`src/rtl/lsu_ctrl_pkg.sv`:
```
// rtl/lsu_ctrl_pkg.sv - shared LSU encodings, state type and op classification helpers
package lsu_ctrl_pkg;

   typedef enum logic [1:0] {
      ST_IDLE = 2'd0,
      ST_REQ  = 2'd1,
      ST_WAIT = 2'd2,
      ST_DONE = 2'd3
   } lsu_state_t;

   // func3 encodings for loads and stores
   localparam logic [2:0] F3_B  = 3'b000;
   localparam logic [2:0] F3_H  = 3'b001;
   localparam logic [2:0] F3_W  = 3'b010;
   localparam logic [2:0] F3_BU = 3'b100;
   localparam logic [2:0] F3_HU = 3'b101;

   // byte-enable patterns before shifting into the addressed lane
   localparam logic [3:0] BE_B = 4'b0001;
   localparam logic [3:0] BE_H = 4'b0011;
   localparam logic [3:0] BE_W = 4'b1111;

   // Both directions at once, a store width that does not exist, or a load func3 outside B/H/W/BU/HU
   function automatic logic op_illegal(input logic rd, input logic wr, input logic [2:0] op);
      logic bad;
      bad = 1'b0;
      if (rd && wr)
         bad = 1'b1;
      else if (wr)
         bad = !((op == F3_B) || (op == F3_H) || (op == F3_W));
      else if (rd)
         bad = (op == 3'b011) || (op == 3'b110) || (op == 3'b111);
      return bad;
   endfunction

   // Halfwords need an even address, words a 4-byte aligned address; bytes never fault
   function automatic logic op_misaligned(input logic [2:0] op, input logic [1:0] lo);
      logic mis;
      mis = 1'b0;
      case (op[1:0])
         2'b01:   mis = lo[0];
         2'b10:   mis = (lo != 2'b00);
         default: mis = 1'b0;
      endcase
      return mis;
   endfunction

endpackage

```
`src/rtl/lsu_align.sv`:
```
// rtl/lsu_align.sv - store lane replication/byte enables and load lane extraction/extension
module lsu_align
   import lsu_ctrl_pkg::*;
(
   input  logic [1:0]  st_size,
   input  logic [1:0]  st_addr_lo,
   input  logic [31:0] st_data,
   input  logic [2:0]  ld_op,
   input  logic [1:0]  ld_addr_lo,
   input  logic [31:0] ld_data,
   output logic [3:0]  st_be,
   output logic [31:0] st_wdata,
   output logic [31:0] ld_rdata
);

   logic [7:0]  lane_b;
   logic [15:0] lane_h;

   // Store side: enables shifted to the addressed lane, data replicated across all lanes
   always_comb begin
      st_be    = BE_W;
      st_wdata = st_data;
      case (st_size)
         2'b00: begin
            st_be    = BE_B << st_addr_lo;
            st_wdata = {4{st_data[7:0]}};
         end
         2'b01: begin
            st_be    = BE_H << st_addr_lo;
            st_wdata = {2{st_data[15:0]}};
         end
         default: begin
            st_be    = BE_W;
            st_wdata = st_data;
         end
      endcase
   end

   // Load side: pick the addressed lane then sign- or zero-extend by func3
   always_comb begin
      lane_b = ld_data[7:0];
      case (ld_addr_lo)
         2'd0:    lane_b = ld_data[7:0];
         2'd1:    lane_b = ld_data[15:8];
         2'd2:    lane_b = ld_data[23:16];
         default: lane_b = ld_data[31:24];
      endcase
      lane_h = ld_addr_lo[1] ? ld_data[31:16] : ld_data[15:0];
      case (ld_op)
         F3_B:    ld_rdata = {{24{lane_b[7]}}, lane_b};
         F3_BU:   ld_rdata = {24'd0, lane_b};
         F3_H:    ld_rdata = {{16{lane_h[15]}}, lane_h};
         F3_HU:   ld_rdata = {16'd0, lane_h};
         default: ld_rdata = ld_data;
      endcase
   end

endmodule

```
`src/rtl/lsu_ctrl.sv`:
```
// rtl/lsu_ctrl.sv - load/store sequencer between EX/MEM and the shared data bus
module lsu_ctrl
   import lsu_ctrl_pkg::*;
#(
   parameter int TIMEOUT_CYC = 255
) (
   input  logic        clk,
   input  logic        rst,
   input  logic        ex_valid,
   input  logic        mem_rd,
   input  logic        mem_wr,
   input  logic [2:0]  mem_op,
   input  logic [31:0] mem_addr,
   input  logic [31:0] mem_wdata,
   output logic        lsu_stall,
   output logic        lsu_done,
   output logic [31:0] lsu_rdata,
   output logic        lsu_misalign,
   output logic        lsu_buserr,
   output logic        bus_req,
   output logic        bus_we,
   output logic [31:0] bus_addr,
   output logic [3:0]  bus_be,
   output logic [31:0] bus_wdata,
   input  logic        bus_gnt,
   input  logic        bus_rvalid,
   input  logic [31:0] bus_rdata,
   input  logic        bus_err
);

   // last REQ/WAIT cycle count value before the access is abandoned
   localparam logic [7:0] TO_LAST = 8'(TIMEOUT_CYC - 1);

   lsu_state_t  state;
   logic [7:0]  cnt;
   logic        is_load;
   logic [2:0]  op_q;
   logic [1:0]  lo_q;

   logic        accept;
   logic        illegal;
   logic        misal;
   logic [3:0]  st_be;
   logic [31:0] st_wdata;
   logic [31:0] ld_rdata;

   assign accept  = (state == ST_IDLE) && ex_valid && (mem_rd || mem_wr);
   assign illegal = op_illegal(mem_rd, mem_wr, mem_op);
   assign misal   = op_misaligned(mem_op, mem_addr[1:0]);

   // Hold the pipeline while an access is in flight; DONE releases it so the op retires
   assign lsu_stall = (state == ST_REQ) || (state == ST_WAIT) || accept;

   lsu_align u_align (
      .st_size    (mem_op[1:0]),
      .st_addr_lo (mem_addr[1:0]),
      .st_data    (mem_wdata),
      .ld_op      (op_q),
      .ld_addr_lo (lo_q),
      .ld_data    (bus_rdata),
      .st_be      (st_be),
      .st_wdata   (st_wdata),
      .ld_rdata   (ld_rdata)
   );

   // Sequencer FSM: checks, bus handshake, timeout counter and all registered outputs
   always_ff @(posedge clk or posedge rst) begin
      if (rst) begin
         state        <= ST_IDLE;
         cnt          <= 8'd0;
         is_load      <= 1'b0;
         op_q         <= 3'd0;
         lo_q         <= 2'd0;
         lsu_done     <= 1'b0;
         lsu_rdata    <= 32'd0;
         lsu_misalign <= 1'b0;
         lsu_buserr   <= 1'b0;
         bus_req      <= 1'b0;
         bus_we       <= 1'b0;
         bus_addr     <= 32'd0;
         bus_be       <= 4'd0;
         bus_wdata    <= 32'd0;
      end else begin
         // completion pulse and flags live for exactly the DONE cycle
         lsu_done     <= 1'b0;
         lsu_misalign <= 1'b0;
         lsu_buserr   <= 1'b0;
         case (state)
            ST_IDLE: begin
               if (accept) begin
                  if (illegal) begin
                     state      <= ST_DONE;
                     lsu_done   <= 1'b1;
                     lsu_buserr <= 1'b1;
                  end else if (misal) begin
                     state        <= ST_DONE;
                     lsu_done     <= 1'b1;
                     lsu_misalign <= 1'b1;
                  end else begin
                     state     <= ST_REQ;
                     cnt       <= 8'd0;
                     is_load   <= mem_rd;
                     op_q      <= mem_op;
                     lo_q      <= mem_addr[1:0];
                     bus_req   <= 1'b1;
                     bus_we    <= mem_wr;
                     bus_addr  <= {mem_addr[31:2], 2'b00};
                     bus_be    <= st_be;
                     bus_wdata <= mem_wr ? st_wdata : 32'd0;
                  end
               end
            end
            ST_REQ: begin
               cnt <= cnt + 8'd1;
               if (cnt == TO_LAST) begin
                  state      <= ST_DONE;
                  bus_req    <= 1'b0;
                  lsu_done   <= 1'b1;
                  lsu_buserr <= 1'b1;
               end else if (bus_gnt) begin
                  state   <= ST_WAIT;
                  bus_req <= 1'b0;
               end
            end
            ST_WAIT: begin
               cnt <= cnt + 8'd1;
               if (bus_rvalid) begin
                  state    <= ST_DONE;
                  lsu_done <= 1'b1;
                  if (bus_err)
                     lsu_buserr <= 1'b1;
                  else if (is_load)
                     lsu_rdata <= ld_rdata;
               end else if (cnt == TO_LAST) begin
                  state      <= ST_DONE;
                  lsu_done   <= 1'b1;
                  lsu_buserr <= 1'b1;
               end
            end
            default: begin
               state <= ST_IDLE;
            end
         endcase
      end
   end

endmodule

```
`config.mk`:
```
export PLATFORM = sky130hd
export DESIGN_NAME = lsu_ctrl
export DESIGN_NICKNAME = d
export VERILOG_FILES = /design/src/rtl/lsu_ctrl_pkg.sv /design/src/rtl/lsu_align.sv /design/src/rtl/lsu_ctrl.sv
export SDC_FILE = /design/constraint.sdc
export NUM_CORES = 1
export LEC_CHECK = 0
export BUFFER_PORTS_ARGS = -buffer_cell sky130_fd_sc_hd__buf_2
export CAP_MARGIN = 20
export CORE_UTILIZATION = 41
export CTS_CLUSTER_DIAMETER = 80
export DETAILED_ROUTE_END_ITERATION = 8
export PLACE_DENSITY = 0.68
export SLEW_MARGIN = 20
export SYNTH_ARGS = -nofsm -noshare
export SYNTH_HDL_FRONTEND = slang
export SYNTH_SLANG_ARGS = --single-unit
```
`constraint.sdc`:
```
create_clock -name clk -period 8.8 [get_ports clk]
set_input_delay 0.44 -clock clk [delete_from_list [all_inputs] [get_ports clk]]
set_output_delay 0.44 -clock clk [all_outputs]
set_load 0.05 [all_outputs]
```
==> implementation parameters <==
Parameter                              Value

Outcome
  Outcome    completed

Final layout
  Count of placed standard cells in the final layout, fillers left out    1027
  Layout overhead on the synthesized area    28.9%
  Layout filler cell count    1320
  Share of layout cells above drive strength 1    31.4%
  Final non-filler cell area    7570 um^2
  Antenna fix cells    0
  Number of nets at the end of the flow    954

Timing
  RSZ-0062 raised after global routing    no
  Highest Clock Rate    305 MHz
  Least-Margin Pin Slew    0.905 ns
  Count of final max-slew check failures    0
  # setup viols final    0
  Final count of hold timing violations    0
  Clk_skew    0.00491 ns
  WHS    0.126 ns
  Max_slew headroom    39.7%
  Period utilization    37.2%
  Final TNS setup    0 ns
  Time the worst path needs with I/O delays and setup    3.27 ns
  PnR worst setup slack    5.53 ns

Synthesis
  Total of flip-flops plus latches after synthesis    119
  Warnings from Yosys    0
  Post-synth top flop    dfrtp_1
  Number of distinct library cell variants in the gate-level netlist after synthesis    51
  Cell count after synthesis    648
  Synth async-reset ratio    100%
  Post-synthesis instance area    5870 um^2
  Syn avg cell area    9.07 um^2
  Post-synth EDFFs    0
  Sequential share of the synthesized area    50.7%

Clock tree
  Post-CTS Setup Inserts    0
  CTS clock-pin slew for the worst setup and hold paths    0.06 ns
  Clock buffers created by TritonCTS    17
  Number of sinks handled by clock tree synthesis    119
  TritonCTS clock tree    built
  Latest clock arrival within the worst-skew pair    0.40 ns
  Bufs on Longest Clock Path    2
  Quantity of gates resized following cts    0
  Post-cts hold buffer count    0
  Buffer type at the clock tree root    clkbuf_16
  Maximum level of the CTS H-tree    4

Routing
  Overall via count from detail_route    5426
  Number of violations reported at the end of detailed-routing iteration 0    334
  Final wirelength    16300 um
  Antenna-violating nets left    0
  Mean number of vias per cell    5.28
  DR pass1 iterations    5
  Mean routed wirelength per cell    15.9 um
  Remaining design rule violation count    0

Die
  Die area    14800 um^2
  Core area    13900 um^2
  DIE WIDTH    122 um
  I/O pin count    213
  Die span in y    122 um
  Initial cell density of the core    42.2%
  Standard-cell row count    43

Pwr
  Switching share of power    49.7%
  P_int    1.67 mW
  Switch Pwr    1.65 mW
  Combinational fraction of design power    50.0%
  Portion of total power attributed to sequential cells    29.3%
  Leak pwr    3.96 nW
  IR Drop Worst-Case VDD    0.263 mV
  PwrDens    439 nW/um^2
  Clock network power share    20.7%

Setup path
  Critical Path Sink Type    flip-flop
  Signal arrival time at the worst endpoint    3.56 ns
  Worst-path fanout max    32
  Reg-to-reg endpoint    cnt[3]
  Critical path type    flip-flop to flip-flop
  Data required time at the worst endpoint    9.09 ns
  Start of the worst register-to-register path    state[0]
  Element type at the critical path start    flip-flop
  Register-to-register setup slack    5.53 ns
  Worst-case reg-to-reg path depth    7

Placement
  Placed cell area    6960 um^2
  Weighted congestion reported at the end of routability-driven placement    0.885
  Cell count after placement    997
  Post-detailed-placement half-perimeter wirelength    11600 um
  Number of I/O port buffers    210
  Worst-case setup slack after placement    5.20 ns

Global route
  Total track usage    22.9%
  Number of global-route vias before repair    5164
  Total global routing overflow    0
  First-pass GRT wire length    26300 um
  Pin count of the biggest net entering global routing    108
  Number of antenna violations at the first check in global routing    0

Flow run
  Max Cap Viol    0

Hold path
  Worst hold-check path type    primary input to async pin
per-layer routing:
metal | vias to the layer above | global-route usage, % | routed length (um)
li1 | 2624 | - | -
met1 | 2564 | 32.0 | 7310
met2 | 206 | 34.2 | 7650
met3 | 32 | 4.96 | 1050
met4 | 0 | 9.80 | 326
met5 | - | 0 | 0
worst max path at each step:
stage / from / endpoint / slack [ns] / cells after the start
detailed placement: mem_op[1] / cnt[3] / 5.20 / 9
global route: state[0] / cnt[3] / 5.26 / 7
global placement: mem_op[1] / cnt[4] / 5.28 / 8
floorplan: rst / bus_addr[10] / 5.20 / 1
finish: state[0] / cnt[3] / 5.53 / 7
CTS: state[0] / cnt[3] / 5.53 / 7
worst max-delay path, stage by stage (launching register included):
cell and delay, ns:
dfrtp_1 0.41, inv_1 0.09, ha_1 0.53, o211ai_1 0.40, nor3_4 0.71, buf_4 0.45
nor2_1 0.21, a211o_1 0.33
cells in the mapped netlist, types with 3 or more instances:
cell / instances / share of area [%]
nand2_1: 193 / 12
dfrtp_1: 119 / 51
nand3_1: 35 / 3.0
a21oi_1: 31 / 2.6
o21ai_0: 28 / 2.4
clkbuf_1: 27 / 1.7
o31ai_1: 26 / 3.3
nor2_1: 20 / 1.3
nand3b_1: 17 / 2.2
inv_1: 11 / 0.70
mux2_2: 11 / 2.1
ha_1: 10 / 2.1
a22oi_1: 9 / 1.2
and3_1: 9 / 0.96
a22o_1: 8 / 1.2
a31oi_1: 8 / 0.85
buf_2: 7 / 0.60
buf_4: 7 / 0.89
nor3_1: 7 / 0.60
a211o_1: 6 / 0.89
o22ai_1: 5 / 0.53
buf_6: 4 / 0.77
nor3b_1: 4 / 0.51
a2111oi_0: 3 / 0.45
mux2i_1: 3 / 0.51
nand2b_1: 3 / 0.32
nand4_1: 3 / 0.32
nor2b_1: 3 / 0.32
o21bai_1: 3 / 0.38
o2bb2ai_1: 3 / 0.45
per-stage QoR:
stage                     power (mW)  utilization (%)
after floorplan                 2.24                -
after global placement          2.63             50.0
after detailed placement        2.65             50.0
after CTS                       3.35             54.1
after global routing            3.52             54.3
final                           3.33             54.3
power groups by stage:
stage               Clock (mW)  Sequential (mW)  Combinational [mW]
floorplan                    0             1.70               0.546
global placement             0            0.977                1.65
detailed placement           0            0.982                1.67
CTS                      0.704            0.976                1.67
global route             0.728             1.01                1.78
finish                   0.688            0.975                1.66
final cells by class:
class / instances / area (um^2) / area share [%]
repair buffers: 217 / 1120 / 14.8
flip-flops and latches: 119 / 2980 / 39.3
well taps: 180 / 225 / 2.97
multi-input cells: 470 / 2620 / 34.5
clock buffers: 19 / 453 / 5.98
inverters: 12 / 47.5 / 0.628
clock inverters: 10 / 130 / 1.72
placed cells by master, fill, tap and decap left out, types with 2 or more instances in the layout:
master and instances:
a2111oi_0 3, a211o_1 6, a21oi_1 31, a221oi_1 2, a22o_1 8, a22oi_1 9, a31oi_1 8, and3_1 9
buf_2 210, buf_4 6, bufinv_16 3, clkbuf_16 17, clkbuf_8 2, clkinv_2 5, clkinvlp_4 2, conb_1 2
dfrtp_1 119, ha_1 10, inv_1 10, mux2_2 11, mux2i_1 3, nand2_1 193, nand2b_1 3, nand3_1 35
nand3b_1 17, nand4_1 3, nor2_1 20, nor2b_1 3, nor3_1 6, nor3b_1 4, o21a_1 2, o21ai_0 28
o21bai_1 3, o22ai_1 5, o2bb2ai_1 3, o31ai_1 26
cells by family after synthesis:
kind of cell | after synthesis | share of synthesized area, %
DFF | 119 | 50.7
other | 1 | 0.0638
xor gates and xnor gates | 1 | 0.149
adders and majority gates | 10 | 2.13
and+or+nand+nor | 300 | 22.6
buffers and inverters | 60 | 5.13
AOI/OAI and AO/OA | 142 | 16.2
muxes | 15 | 3.00
sequential cells by signal, indices dropped and copies added (netlist names):
signal        count
is_load           1
bus_we            1
bus_be            4
bus_req           1
lsu_misalign      1
bus_addr         30
lsu_buserr        1
cnt               8
lsu_rdata        32
bus_wdata        32
op_q              3
state             2
lo_q              2
lsu_done          1
Note: power is estimated with default switching activity, not from simulation.
